[config.mk]
export PLATFORM = sky130hd
export DESIGN_NAME = usb_ep_bd_mgr_flat
export DESIGN_NICKNAME = d
export VERILOG_FILES = /design/src/rtl/usb_ep_bd_mgr_if.sv /design/src/rtl/usb_ep_bd_mgr.sv /design/src/flat_wrapper.sv
export SDC_FILE = /design/constraint.sdc
export NUM_CORES = 1
export LEC_CHECK = 0
export BUFFER_PORTS_ARGS = -buffer_cell sky130_fd_sc_hd__clkbuf_2
export CORE_UTILIZATION = 35
export CTS_BUF_LIST = sky130_fd_sc_hd__clkbuf_8 sky130_fd_sc_hd__clkbuf_16
export DETAILED_ROUTE_END_ITERATION = 10
export PLACE_DENSITY = 0.69
export SETUP_SLACK_MARGIN = 0.05
export SLEW_MARGIN = 20
export SYNTH_ARGS = -nofsm -noshare
export SYNTH_HDL_FRONTEND = slang
export SYNTH_SLANG_ARGS = --single-unit
[constraint.sdc]
create_clock -name clk -period 2.2 [get_ports clk]
set_input_delay 0.44 -clock clk [delete_from_list [all_inputs] [get_ports clk]]
set_output_delay 0.44 -clock clk [all_outputs]
set_load 0.05 [all_outputs]
[src/rtl/usb_ep_bd_mgr_if.sv]
// usb_ep_bd_mgr_if: token, EP status RAM, BD context and writeback signals of the BD manager
interface usb_ep_bd_mgr_if #(
   parameter int NUM_EP = 16,
   parameter int BD_PER_EP = 2
);
   localparam int EPB = $clog2(NUM_EP);
   localparam int BDB = $clog2(BD_PER_EP) > 1 ? $clog2(BD_PER_EP) : 1;
   localparam int AW = EPB + BDB + 3;
   logic tok_stb, tok_dir, tok_setup;
   logic [EPB-1:0] tok_endp;
   logic eps_read_0, eps_write_0;
   logic [AW-1:0] eps_addr_0;
   logic [15:0] eps_wrdata_0, eps_rddata_3;
   logic info_valid, ep_dt, busy, tok_drop;
   logic [2:0] ep_type, bd_state;
   logic [BDB-1:0] bd_idx;
   logic [9:0] bd_len;
   logic [10:0] bd_addr;
   logic wb_stb, wb_dt_flip, wb_bd_adv, wb_state_set;
   logic [2:0] wb_state;
   logic [9:0] wb_xfer_len;
   modport master (
      output tok_stb, tok_endp, tok_dir, tok_setup, eps_rddata_3,
             wb_stb, wb_dt_flip, wb_bd_adv, wb_state_set, wb_state, wb_xfer_len,
      input  eps_read_0, eps_write_0, eps_addr_0, eps_wrdata_0, info_valid, ep_type, ep_dt,
             bd_idx, bd_state, bd_len, bd_addr, busy, tok_drop
   );
   modport slave (
      input  tok_stb, tok_endp, tok_dir, tok_setup, eps_rddata_3,
             wb_stb, wb_dt_flip, wb_bd_adv, wb_state_set, wb_state, wb_xfer_len,
      output eps_read_0, eps_write_0, eps_addr_0, eps_wrdata_0, info_valid, ep_type, ep_dt,
             bd_idx, bd_state, bd_len, bd_addr, busy, tok_drop
   );
endinterface

[src/rtl/usb_ep_bd_mgr.sv]
// usb_ep_bd_mgr: fetches EP status and current BD on a token, writes status and BD word 0 back on command
module usb_ep_bd_mgr #(
   parameter int NUM_EP = 16,
   parameter int BD_PER_EP = 2,
   parameter int RD_LAT = 3
) (
   input logic clk,
   input logic rst,
   usb_ep_bd_mgr_if.slave bus
);
   localparam int EPB = $clog2(NUM_EP);
   localparam int BDB = $clog2(BD_PER_EP) > 1 ? $clog2(BD_PER_EP) : 1;
   localparam logic [1:0] IDX_MASK = BDB > 1 ? 2'b11 : 2'b01;
   typedef enum logic [2:0] {IDLE, RD_ST, WAIT_ST, RD_W0, RD_W1, WAIT_BD, WB_ST, WB_W0} state_t;
   typedef enum logic [1:0] {T_NONE, T_ST, T_W0, T_W1} tag_t;
   state_t state, state_nxt;
   tag_t rd_pipe [RD_LAT];
   tag_t rd_tag;
   logic [EPB-1:0] cur_endp, pend_endp;
   logic cur_dir, cur_setup, pend_dir, pend_setup, pend_full;
   logic [2:0] typ, bd_state;
   logic multi, ctrl, dt, bd_setup, info_valid, tok_drop, sel_bd;
   logic [1:0] idx_nxt, ring_last;
   logic [BDB-1:0] bd_idx;
   logic [9:0] bd_len, wb_len;
   logic [10:0] bd_addr;
   logic [15:0] d;
   logic wb_acc, go, tok_take, tok_pend, drop;
   assign d = bus.eps_rddata_3;
   assign rd_tag = rd_pipe[RD_LAT-1];
   assign wb_acc = bus.wb_stb & info_valid & state == IDLE & !pend_full;
   assign tok_take = bus.tok_stb & state == IDLE & !pend_full & !wb_acc;
   assign go = state == IDLE & pend_full | tok_take;
   // a token colliding with a writeback waits in the one-deep slot
   assign tok_pend = bus.tok_stb & !pend_full & (state inside {WB_ST, WB_W0} | wb_acc);
   assign drop = bus.tok_stb & !tok_take & !tok_pend;
   assign bus.info_valid = info_valid;
   assign bus.tok_drop = tok_drop;
   assign bus.busy = state != IDLE | pend_full;
   assign bus.ep_type = typ;
   assign bus.ep_dt = dt;
   assign bus.bd_idx = bd_idx;
   assign bus.bd_state = bd_state;
   assign bus.bd_len = bd_len;
   assign bus.bd_addr = bd_addr;
   always_comb begin
      state_nxt = state;
      case (state)
         IDLE:    state_nxt = go ? RD_ST : wb_acc ? WB_ST : IDLE;
         RD_ST:   state_nxt = WAIT_ST;
         WAIT_ST: state_nxt = rd_tag == T_ST ? RD_W0 : WAIT_ST;
         RD_W0:   state_nxt = RD_W1;
         RD_W1:   state_nxt = WAIT_BD;
         WAIT_BD: state_nxt = rd_tag == T_W1 ? IDLE : WAIT_BD;
         WB_ST:   state_nxt = WB_W0;
         default: state_nxt = IDLE;
      endcase
      sel_bd = !(state inside {RD_ST, WB_ST});
      bus.eps_read_0 = state inside {RD_ST, RD_W0, RD_W1};
      bus.eps_write_0 = state inside {WB_ST, WB_W0};
      bus.eps_addr_0 = {cur_endp, cur_dir, sel_bd, sel_bd ? bd_idx : BDB'(0), state == RD_W1};
      bus.eps_wrdata_0 = state == WB_ST ? {4'h0, ring_last, idx_nxt, dt, 1'b0, ctrl, multi, 1'b0, typ}
                                        : {bd_state, bd_setup, 2'b00, wb_len};
   end
   always_ff @(posedge clk) begin
      if (rst) begin
         state <= IDLE;
         info_valid <= 1'b0;
         tok_drop <= 1'b0;
         pend_full <= 1'b0;
         rd_pipe <= '{default: T_NONE};
      end else begin
         state <= state_nxt;
         tok_drop <= drop;
         pend_full <= tok_pend | pend_full & state != IDLE;
         rd_pipe[0] <= state == RD_ST ? T_ST : state == RD_W0 ? T_W0 : state == RD_W1 ? T_W1 : T_NONE;
         for (int i = 1; i < RD_LAT; i++) rd_pipe[i] <= rd_pipe[i-1];
         info_valid <= go ? 1'b0 : rd_tag == T_W1 ? 1'b1 : info_valid;
      end
   end
   always_ff @(posedge clk) begin
      if (!rst) begin
         if (go) begin
            cur_endp <= pend_full ? pend_endp : bus.tok_endp;
            cur_dir <= pend_full ? pend_dir : bus.tok_dir;
            cur_setup <= pend_full ? pend_setup : bus.tok_setup;
         end
         if (tok_pend) begin
            pend_endp <= bus.tok_endp;
            pend_dir <= bus.tok_dir;
            pend_setup <= bus.tok_setup;
         end
         // SETUP always starts DATA0; control EPs pick BD 1 for SETUP, BD 0 otherwise
         if (rd_tag == T_ST) begin
            typ <= d[2:0];
            multi <= d[4];
            ctrl <= d[5];
            dt <= d[7] & !cur_setup;
            idx_nxt <= d[9:8] & IDX_MASK;
            ring_last <= d[11:10] & IDX_MASK;
            bd_idx <= d[5] ? BDB'(cur_setup) : BDB'(d[9:8] & IDX_MASK);
         end
         if (rd_tag == T_W0) begin
            bd_state <= d[15:13];
            bd_setup <= d[12];
            bd_len <= d[9:0];
         end
         if (rd_tag == T_W1) bd_addr <= d[10:0];
         if (wb_acc) begin
            dt <= dt ^ bus.wb_dt_flip;
            if (bus.wb_bd_adv & multi) idx_nxt <= idx_nxt == ring_last ? 2'b00 : (idx_nxt + 2'b01) & IDX_MASK;
            if (bus.wb_state_set) bd_state <= bus.wb_state;
            wb_len <= bus.wb_xfer_len;
         end
      end
   end
endmodule

[src/flat_wrapper.sv]
// flat-port wrapper written by rule: the top's interface ports become plain ports
module usb_ep_bd_mgr_flat 
#(
   parameter int NUM_EP = 16,
   parameter int BD_PER_EP = 2,
   parameter int RD_LAT = 3
)
  (clk, rst, bus_tok_stb, bus_tok_endp, bus_tok_dir, bus_tok_setup, bus_eps_rddata_3, bus_wb_stb, bus_wb_dt_flip, bus_wb_bd_adv, bus_wb_state_set, bus_wb_state, bus_wb_xfer_len, bus_eps_read_0, bus_eps_write_0, bus_eps_addr_0, bus_eps_wrdata_0, bus_info_valid, bus_ep_type, bus_ep_dt, bus_bd_idx, bus_bd_state, bus_bd_len, bus_bd_addr, bus_busy, bus_tok_drop);
  usb_ep_bd_mgr_if #(.NUM_EP(NUM_EP), .BD_PER_EP(BD_PER_EP)) bus_i ();
  input logic clk;
  input logic rst;
  input wire logic [$bits(bus_i.tok_stb)-1:0] bus_tok_stb;
  input wire logic [$bits(bus_i.tok_endp)-1:0] bus_tok_endp;
  input wire logic [$bits(bus_i.tok_dir)-1:0] bus_tok_dir;
  input wire logic [$bits(bus_i.tok_setup)-1:0] bus_tok_setup;
  input wire logic [$bits(bus_i.eps_rddata_3)-1:0] bus_eps_rddata_3;
  input wire logic [$bits(bus_i.wb_stb)-1:0] bus_wb_stb;
  input wire logic [$bits(bus_i.wb_dt_flip)-1:0] bus_wb_dt_flip;
  input wire logic [$bits(bus_i.wb_bd_adv)-1:0] bus_wb_bd_adv;
  input wire logic [$bits(bus_i.wb_state_set)-1:0] bus_wb_state_set;
  input wire logic [$bits(bus_i.wb_state)-1:0] bus_wb_state;
  input wire logic [$bits(bus_i.wb_xfer_len)-1:0] bus_wb_xfer_len;
  output wire logic [$bits(bus_i.eps_read_0)-1:0] bus_eps_read_0;
  output wire logic [$bits(bus_i.eps_write_0)-1:0] bus_eps_write_0;
  output wire logic [$bits(bus_i.eps_addr_0)-1:0] bus_eps_addr_0;
  output wire logic [$bits(bus_i.eps_wrdata_0)-1:0] bus_eps_wrdata_0;
  output wire logic [$bits(bus_i.info_valid)-1:0] bus_info_valid;
  output wire logic [$bits(bus_i.ep_type)-1:0] bus_ep_type;
  output wire logic [$bits(bus_i.ep_dt)-1:0] bus_ep_dt;
  output wire logic [$bits(bus_i.bd_idx)-1:0] bus_bd_idx;
  output wire logic [$bits(bus_i.bd_state)-1:0] bus_bd_state;
  output wire logic [$bits(bus_i.bd_len)-1:0] bus_bd_len;
  output wire logic [$bits(bus_i.bd_addr)-1:0] bus_bd_addr;
  output wire logic [$bits(bus_i.busy)-1:0] bus_busy;
  output wire logic [$bits(bus_i.tok_drop)-1:0] bus_tok_drop;
  assign bus_i.tok_stb = bus_tok_stb;
  assign bus_i.tok_endp = bus_tok_endp;
  assign bus_i.tok_dir = bus_tok_dir;
  assign bus_i.tok_setup = bus_tok_setup;
  assign bus_i.eps_rddata_3 = bus_eps_rddata_3;
  assign bus_i.wb_stb = bus_wb_stb;
  assign bus_i.wb_dt_flip = bus_wb_dt_flip;
  assign bus_i.wb_bd_adv = bus_wb_bd_adv;
  assign bus_i.wb_state_set = bus_wb_state_set;
  assign bus_i.wb_state = bus_wb_state;
  assign bus_i.wb_xfer_len = bus_wb_xfer_len;
  assign bus_eps_read_0 = bus_i.eps_read_0;
  assign bus_eps_write_0 = bus_i.eps_write_0;
  assign bus_eps_addr_0 = bus_i.eps_addr_0;
  assign bus_eps_wrdata_0 = bus_i.eps_wrdata_0;
  assign bus_info_valid = bus_i.info_valid;
  assign bus_ep_type = bus_i.ep_type;
  assign bus_ep_dt = bus_i.ep_dt;
  assign bus_bd_idx = bus_i.bd_idx;
  assign bus_bd_state = bus_i.bd_state;
  assign bus_bd_len = bus_i.bd_len;
  assign bus_bd_addr = bus_i.bd_addr;
  assign bus_busy = bus_i.busy;
  assign bus_tok_drop = bus_i.tok_drop;
  usb_ep_bd_mgr #(.NUM_EP(NUM_EP), .BD_PER_EP(BD_PER_EP), .RD_LAT(RD_LAT)) u_core (.clk(clk), .rst(rst), .bus(bus_i));
endmodule
==> results of run 1 <==
-- placed cells by master, fill, tap and decap left out, types with 2 or more instances in the layout --
cell	instances
mux2_2	17
inv_1	2
nand2b_1	7
mux2_4	5
clkbuf_8	9
edfxtp_1	57
a21oi_1	5
clkbuf_4	6
nor2b_1	4
clkinv_4	2
mux2i_1	3
o21ai_0	2
o21a_1	2
nor2_1	9
clkbuf_2	89
bufinv_16	2
and3_1	2
buf_4	11
buf_2	2
a211oi_1	4
nand2_1	6
dfxtp_2	2
dfxtp_1	10
and2_1	7
-- worst max path at each step --
| stage | from | to | slack (ps) |
|---|---|---|---|
| 2_1_floorplan | u_core.state[0] | bus_eps_read_0 | 60 |
| 3_3_place_gp | u_core.state[2] | bus_eps_wrdata_0[9] | 300 |
| 3_5_place_dp | u_core.state[2] | bus_eps_wrdata_0[9] | 300 |
| 4_1_cts | u_core.state[2] | bus_eps_wrdata_0[9] | 60 |
| 5_1_grt | u_core.state[2] | bus_eps_wrdata_0[9] | 60 |
| 6_report | u_core.state[2] | bus_eps_wrdata_0[9] | 100 |
-- repair_timing --
item,4_1_cts,5_1_grt
cloned,0,1
hold endpoints to repair,0,0
gates resized for setup,9,3
endpoints found under the setup margin,9,8
hold buffers,0,0
-- state kept, by name (all words and copies together), names as in the netlist, 3 cells and up --
signal,count
u_core.pend_endp,4
u_core.bus.bd_len,10
u_core.rd_pipe,4
u_core.state,3
u_core.wb_len,10
u_core.bus.bd_addr,11
u_core.bus.ep_type,3
u_core.bus.bd_state,3
u_core.cur_endp,4
-- cell usage after synthesis (all sizes together) (2+ instances only) --
master  count  area (µm²)
a211oi      4        30.0
a21oi       5        25.0
and2        7        43.8
and3        2        12.5
buf         9        73.8
clkbuf      2        7.51
dfxtp      12         240
edfxtp     57        1710
inv         2        7.51
mux2       22         267
mux2i       3        30.0
nand2       8        40.0
nand2b      7        43.8
nand3       2        22.5
nor2        9        33.8
nor2b       4        25.0
nor3        2        21.3
o21a        2        15.0
o21ai       2        10.0
-- worst max-delay path, stage by stage (launching register included) --
cell and delay, ps:
dfxtp_2 430, and2b_4 260, nand2_8 100, mux2_4 320
buf_2 210
-- power breakdown --
group	internal, mW	switching, mW
sequential	1.52	0.0967
combinational	0.328	0.737
clock	0.643	0.488
-- kinds of logic after synthesis --
family | synth area share
xor+xnor | 0.00316
simple gates | 0.101
compound gates | 0.0523
buf+inv | 0.0320
other cells | 0.00135
mux | 0.107
flops | 0.703
-- metal layers --
layer | vias to the layer above | GRT usage
li1 | 865 | -
met1 | 880 | 0.177
met2 | 78 | 0.218
met3 | 4 | 0.0461
met4 | 0 | 0.0595
met5 | - | 0
-- cell type report --
cell class | instances | share of cell area
sequential | 69 | 0.535
timing repair buffer | 108 | 0.160
tap | 102 | 0.0350
inverter | 2 | 0.00206
clock buffer | 9 | 0.0339
multi-input combinational | 94 | 0.207
clock inverter | 7 | 0.0271
-- per-stage QoR --
stage | hold WS, ps | area [µm²] | instances | utilization
floorplan | 414 | 2780 | 175 | -
global placement | 417 | 3390 | 374 | 0.441
detailed placement | 426 | 3390 | 374 | 0.441
CTS | 260 | 3640 | 390 | 0.473
global route | 252 | 3650 | 391 | 0.475
finish | 269 | 3650 | 391 | 0.475
==> results.yml, run 1 <==
run_status:
  status: "finished clean"
worst_setup_path:
  cp.required_ps: 1760
  r2r_setup_slack_ps: 500
  rr_startpoint: "u_core.state[0]"
  crit_fanout: 9
  path_class: "register to output port"
  endpoint_kind: "output port"
  arrival_ps: 1660
  timing.rr.end: "u_core.pend_endp[1]"
  r2r_cells: 5
  startpoint_type: "register"
timing:
  finalWorstSetupSlack_ps: 104
  finalWorstPathRequiredPeriod_ps: 2100
  fin_crit_sh: 0.953
  setup_viol: 0
  hold_viol_final: 0
  fmax_mhz: 477
  rsz0062_at_grt: "no"
  finClkSkew_ps: 4.73
  drv_slew: 0
  fin_setup_tns_ps: 0
synth:
  yosys_warnings: 0
  synth_fp_nets: 217
  yosysSeqAreaShare: 0.703
  async_flop_share: 0
  synth_edf_count: 57
  yosysUniqueCellTypes: 40
  synth_area_um2: 2780
  avgSynthCellArea_um2: 15.9
  synth_seq_cells: 69
  synthFlopType: "edfxtp_1"
  synthCells: 175
clocking:
  clk_pin_slew_ps: 80
  cts_root_buf: "clkbuf_8"
  tritoncts: "done"
  post_cts_buffers: 0
  cts_sinks: 69
  cts_buffers: 9
  ctsLongestPathBuffers: 2
  clkLatencyLatePin_ps: 340
  h-tree-depth: 3
global_routing:
  antenna_found_initial: 0
  grt_overflow: 0
  grt_first_pass_wirelength_um: 8740
  grt_start_max_net_pins: 18
  grt_pass1_vias: 1719
  grt_usage: 0.139
floorplan:
  die_w_um: 91.0
  start_util: 0.361
  ios: 100
  chipHeight_um: 91.0
  coreArea_um2: 7690
  die_area_um2: 8290
  rows: 32
pwr:
  finalPower_mw: 3.82
  cellPowerDensity_nw_per_um2: 1050
  vdd_drop_max_v: 0.000422
  leakagePower_nw: 1.52
min_path:
  min_path_cells: 1
  worstHoldStart: "bus_wb_xfer_len[8]"
  whs_endpoint: "u_core.wb_len[8]"
  hold_path_class: "primary input to register"
routing:
  antenna_left: 0
  route.top_layer_used: "met4"
  wl_met3_um: 437
  wl_per_cell_um: 14.6
  num_vias: 1827
  route.met2.wl_um: 2690
  drt-total-wl_um: 5710
  viasPerCell: 4.67
  drt_iter0_drc: 60
  dr.pass1.iters: 6
  drcViolationCount: 0
  m1WireLength_um: 2550
placed_design:
  io_buffers: 97
  hpwl_um: 4140
  place_ws_ps: 300
  gp_congestion: 0.744
layout:
  diodes: 0
  seqCellArea_um2: 1950
  nets: 326
  multi_input_comb_area_um2: 756
  fill_cells: 691
  synthToLayoutAreaGrowth_pct: 31.6
  drive_gt1_frac: 0.536
run:
  cap_viol_max_count: 0
No activity file was read; power rests on OpenSTA's default activity.
==> inputs of run 2 (changes only) <==
- ABC_AREA: default -> 1
- CELL_PAD_IN_SITES_DETAIL_PLACEMENT: default -> 1
- CELL_PAD_IN_SITES_GLOBAL_PLACEMENT: default -> 1
- PLACE_DENSITY: 0.69 -> 0.84
==> results.yml, run 2 <==
timing:
  drv_slew: 0
  fin_setup_tns_ps: 0
  rsz0062_at_grt: "yes"
  finClkSkew_ps: 7.63
  setup_viol: 0
  fmax_mhz: 482
  fin_crit_sh: 0.944
  finalWorstPathRequiredPeriod_ps: 2080
  hold_viol_final: 0
  finalWorstSetupSlack_ps: 124
clocking:
  cts_sinks: 69
  clk_pin_slew_ps: 70
  h-tree-depth: 3
  ctsLongestPathBuffers: 2
  clkLatencyLatePin_ps: 330
  cts_root_buf: "clkbuf_8"
  post_cts_buffers: 0
  cts_hold_buf: 0
  tritoncts: "done"
  cts_buffers: 9
global_routing:
  grt_start_max_net_pins: 18
  grt_first_pass_wirelength_um: 10200
  antenna_found_initial: 0
  grt_overflow: 0
  grt_usage: 0.164
  grt_pass1_vias: 2121
synth:
  synth_area_um2: 2720
  synthTopCellsByArea: "edfxtp_1 63%, nand2_1 11%, dfxtp_1 8.8%"
  synth_edf_count: 57
  synth_commonest_cells: "81 x nand2_1, 57 x edfxtp_1, 28 x inv_1, 22 x nor2_1, 12 x dfxtp_1"
  yosys_warnings: 0
  synth.most_common_cell: "nand2_1"
  synth_top_cell_by_area: "edfxtp_1"
  avgSynthCellArea_um2: 11.0
  synth_seq_cells: 69
  yosysSeqAreaShare: 0.718
  synthCells: 246
  synth_fp_nets: 288
  synthFlopType: "edfxtp_1"
  async_flop_share: 0
  yosysUniqueCellTypes: 25
  synth_top_area_share: 0.630
floorplan:
  rows: 31
  ios: 100
  die_area_um2: 8120
  die_w_um: 90.1
  chipHeight_um: 90.1
  start_util: 0.369
  coreArea_um2: 7370
routing:
  drt_iter0_drc: 66
  num_vias: 2060
  viasPerCell: 4.52
  wl_per_cell_um: 13.7
  antenna_left: 0
  drt-total-wl_um: 6260
  dr.pass1.iters: 4
  drcViolationCount: 0
placed_design:
  placed_area_um2: 3320
  dpl.cell_count: 441
  gp_congestion: 0.797
  place_ws_ps: 411
  hpwl_um: 4780
  io_buffers: 97
worst_setup_path:
  crit_buf_inv: 3
  cp.required_ps: 1760
  crit_fanout: 12
  arrival_ps: 1640
  slowest_stage: "dfxtp_1"
  startpoint_type: "register"
  cp_top_family: "buffers and inverters"
  cp.depth: 7
  crit_top_cell: "nand2_1"
  endpoint_kind: "output port"
  max_stage_delay_ps: 410
  r2r_cells: 9
  path_class: "register to output port"
  critical_path.cell_chain: "inv_1, nor2_4, nand2_2, buf_4, nand2_1, nand2_1, clkbuf_4"
layout:
  regMostFlops: "u_core.bus.bd_addr"
  finalInstanceArea_um2: 3510
  diodes: 0
  fin_cells: 456
  layout_common_cells: "86 x clkbuf_2, 79 x nand2_1, 57 x edfxtp_1, 29 x inv_1, 22 x nor2_1"
  top_regs: "u_core.bus.bd_addr x11, u_core.bus.bd_len x10, u_core.wb_len x10"
  final_common_cell: "clkbuf_2"
  nets: 395
  fill_cells: 875
  synthToLayoutAreaGrowth_pct: 29.1
  drive_gt1_frac: 0.353
  largest_reg_flops: 11
pwr:
  power.switching_mw: 0.665
  combPwrFrac: 0.109
  p_int_mw: 1.91
  pwr-share-seq: 0.567
  cellPowerDensity_nw_per_um2: 733
  leakagePower_nw: 1.62
  vdd_drop_max_v: 0.000284
  clockPowerShare: 0.324
  swShare: 0.259
run_status:
  status: "finished clean"
min_path:
  hold_path_class: "primary input to register"
  min_path_cells: 1
run:
  cap_viol_max_count: 0
run 2: path summary, 6_finish.rpt:
kind | startpoint | endpoint | slack (ps)
setup reg to reg | u_core.state[1] | u_core.pend_setup | 410
hold reg to reg | u_core.rd_pipe[3] | u_core.rd_tag[1] | 400
hold / removal | bus_wb_xfer_len[7] | u_core.wb_len[7] | 280
setup / recovery | u_core.state[1] | bus_eps_wrdata_0[7] | 120
run 2: repair_timing:
action / in CTS / in global routing
setup endpoints to repair: 0 / 17
endpoints found under the hold margin: 0 / 0
gates resized for setup: 0 / 25
run 2: kinds of logic (layout without fill, tap and decap cells):
kind of cell,after synthesis,after routing,share of synthesized area
AOI/OAI and AO/OA,17,17,0.0345
buffers and inverters,39,150,0.0663
DFF,69,69,0.718
and+or+nand+nor,119,119,0.176
xor gates and xnor gates,1,1,0.00322
other,1,1,0.00138
run 2: worst reg2reg max path, cell delays in order (launching register included):
cell	delay (ps)
dfxtp_1	410
inv_1	100
nor2_4	120
nand2_2	100
buf_4	200
nand2_1	110
inv_1	50
nand2_1	70
nand3_1	110
inv_1	200
run 2: metrics by stage:
step	utilization	power, mW	hold slack [ps]
finish	0.476	2.57	280
global route	0.476	2.66	267
CTS	0.472	2.59	268
detailed placement	0.451	1.76	398
global placement	0.451	1.76	391
floorplan	-	1.67	388
run 2: cell type report:
| type | count | area, µm² | share of cell area |
|---|---|---|---|
| Inverter | 30 | 116 | 0.0332 |
| Multi-Input combinational cell | 138 | 596 | 0.170 |
| Sequential cell | 69 | 1950 | 0.556 |
| Timing Repair Buffer | 105 | 566 | 0.161 |
| Tap cell | 99 | 124 | 0.0353 |
| Clock inverter | 6 | 32.5 | 0.00927 |
| Clock buffer | 9 | 124 | 0.0353 |
run 2: per-layer routing:
metal / share of wire / track usage / up-vias / wire length, µm
li1: - / - / 1006 / -
met1: 0.42 / 0.189 / 982 / 2650
met2: 0.52 / 0.293 / 66 / 3240
met3: 0.045 / 0.0338 / 6 / 281
met4: 0.015 / 0.0685 / 0 / 93
met5: 0 / 0 / - / 0
run 2: power by group through the flow:
stage	Clock (mW)	Combinational (mW)	Sequential, mW
final	0.833	0.280	1.46
after global routing	0.897	0.305	1.46
after CTS	0.854	0.279	1.46
after detailed placement	0	0.278	1.49
after global placement	0	0.269	1.49
after floorplan	0	0.152	1.52
==> inputs of run 3 (changes only) <==
- CELL_PAD_IN_SITES_DETAIL_PLACEMENT: 1 -> 2
- CELL_PAD_IN_SITES_GLOBAL_PLACEMENT: 1 -> 2
- CORE_ASPECT_RATIO: default -> 0.6
- CORE_UTILIZATION: 35 -> 30
- PLACE_DENSITY: 0.84 -> 0.88
==> results.yml, run 3 (synthesized netlist as in run 2, its figures left out) <==
timing:
  fin_crit_sh: 0.932
  fmax_mhz: 487
  setup_viol: 0
  hold_viol_final: 0
  rsz0062_at_grt: "no"
  drv_slew: 0
  fin_setup_tns_ps: 0
  finClkSkew_ps: 3.05
  finalWorstSetupSlack_ps: 149
  finalWorstPathRequiredPeriod_ps: 2050
pwr:
  pwr-share-seq: 0.443
  clockPowerShare: 0.462
  cellPowerDensity_nw_per_um2: 875
  p_int_mw: 2.52
  combPwrFrac: 0.095
  power.switching_mw: 0.794
  vdd_drop_max_v: 0.000478
  leakagePower_nw: 1.74
  swShare: 0.240
layout:
  diodes: 0
  regMostFlops: "u_core.bus.bd_addr"
  synthToLayoutAreaGrowth_pct: 39.2
  top_regs: "u_core.bus.bd_addr x11, u_core.bus.bd_len x10, u_core.wb_len x10"
  drive_gt1_frac: 0.372
  nets: 397
  final_common_cell: "clkbuf_2"
  fill_cells: 920
  largest_reg_flops: 11
  layout_common_cells: "87 x clkbuf_2, 80 x nand2_1, 57 x edfxtp_1, 28 x inv_1, 20 x nor2_1"
  fin_util: 0.437
floorplan:
  coreArea_um2: 8650
  chipHeight_um: 75.7
  rows: 26
  die_w_um: 125
  start_util: 0.314
  ios: 100
  die_area_um2: 9460
run_status:
  violations: "design-rule violations"
  status: "complete, but fails checks"
worst_setup_path:
  max_stage_delay_ps: 390
  arrival_ps: 1610
  cp.required_ps: 1760
  endpoint_kind: "output port"
  crit_fanout: 16
  startpoint_type: "register"
  critical_path.cell_chain: "inv_1, nor2_4, nand2_4, buf_6, o21ai_2, clkbuf_8"
  path_class: "register to output port"
  slowest_stage: "dfxtp_2"
routing:
  viasPerCell: 4.56
  drt_iter0_drc: 135
  antenna_left: 0
  num_vias: 2154
  drt-total-wl_um: 8880
  dr.pass1.iters: 7
  drcViolationCount: 10
  wl_per_cell_um: 18.8
placed_design:
  place_ws_ps: 268
  io_buffers: 97
  gp_congestion: 0.794
  hpwl_um: 6630
clocking:
  cts_hold_buf: 0
  cts_sinks: 69
  ctsLongestPathBuffers: 2
  clkLatencyLatePin_ps: 330
  clk_pin_slew_ps: 60
  tritoncts: "done"
  cts_root_buf: "clkbuf_16"
  cts_buffers: 9
  h-tree-depth: 3
global_routing:
  grt_overflow: 0
  grt_usage: 0.200
  antenna_found_initial: 0
  grt_pass1_vias: 2415
  grt_first_pass_wirelength_um: 13400
  grt_start_max_net_pins: 17
min_path:
  hold_path_class: "primary input to register"
run:
  cap_viol_max_count: 0
## run 3: per-stage QoR
| step | power [mW] | cell area, µm² | cells | hold WS, ps |
|---|---|---|---|---|
| 5_1_grt | 3.41 | 3780 | 472 | 264 |
| 2_1_floorplan | 1.67 | 2720 | 246 | 388 |
| 3_5_place_dp | 1.79 | 3410 | 456 | 408 |
| 4_1_cts | 3.33 | 3760 | 472 | 267 |
| 6_report | 3.31 | 3780 | 472 | 281 |
| 3_3_place_gp | 1.77 | 3410 | 456 | 393 |
## run 3: power groups by stage
stage | registers [mW] | clock network, mW | logic [mW]
2_1_floorplan | 1.52 | 0 | 0.152
3_5_place_dp | 1.49 | 0 | 0.304
3_3_place_gp | 1.49 | 0 | 0.287
5_1_grt | 1.47 | 1.60 | 0.336
6_report | 1.47 | 1.53 | 0.316
4_1_cts | 1.46 | 1.56 | 0.311
## run 3: timing repair
item                       4_1_cts  5_1_grt
setup buffers                    0        0
resized for setup               11        8
pin swaps                        0        0
gates cloned                     0        0
setup endpoints to repair       16       18
## run 3: routing by layer
metal / share of wire / vias to the layer above / wire (µm) / global-route usage
met5: 0 / - / 0 / 0
met4: 0.015 / 0 / 131 / 0.0705
met3: 0.058 / 12 / 518 / 0.0744
met2: 0.50 / 67 / 4430 / 0.362
met1: 0.43 / 1057 / 3810 / 0.224
li1: - / 1018 / - / -
## run 3: final timing paths
kind,start,endpoint,slack [ps],depth (start not counted)
max,u_core.state[1],bus_eps_wrdata_0[9],150,6
min,bus_wb_xfer_len[2],u_core.wb_len[2],280,1
max reg2reg,u_core.state[1],u_core.pend_endp[0],410,5
min reg2reg,u_core.rd_pipe[4],u_core.rd_pipe[2],420,2
## run 3: layout make-up
class / count / area [µm²] / share of cell area
flip-flops and latches: 69 / 1960 / 0.517
clock buffers: 9 / 225 / 0.0595
multi-input cells: 138 / 607 / 0.160
clock inverters: 7 / 90.1 / 0.0238
inverters: 30 / 116 / 0.0308
well taps: 112 / 140 / 0.0370
repair buffers: 107 / 649 / 0.172
## run 3: worst max-delay path, delay by kind of cell (launching register included)
family | cells | cell delay [ps]
AOI/OAI and AO/OA | 1 | 150
buffers and inverters | 3 | 470
DFF | 1 | 390
and+or+nand+nor | 2 | 250
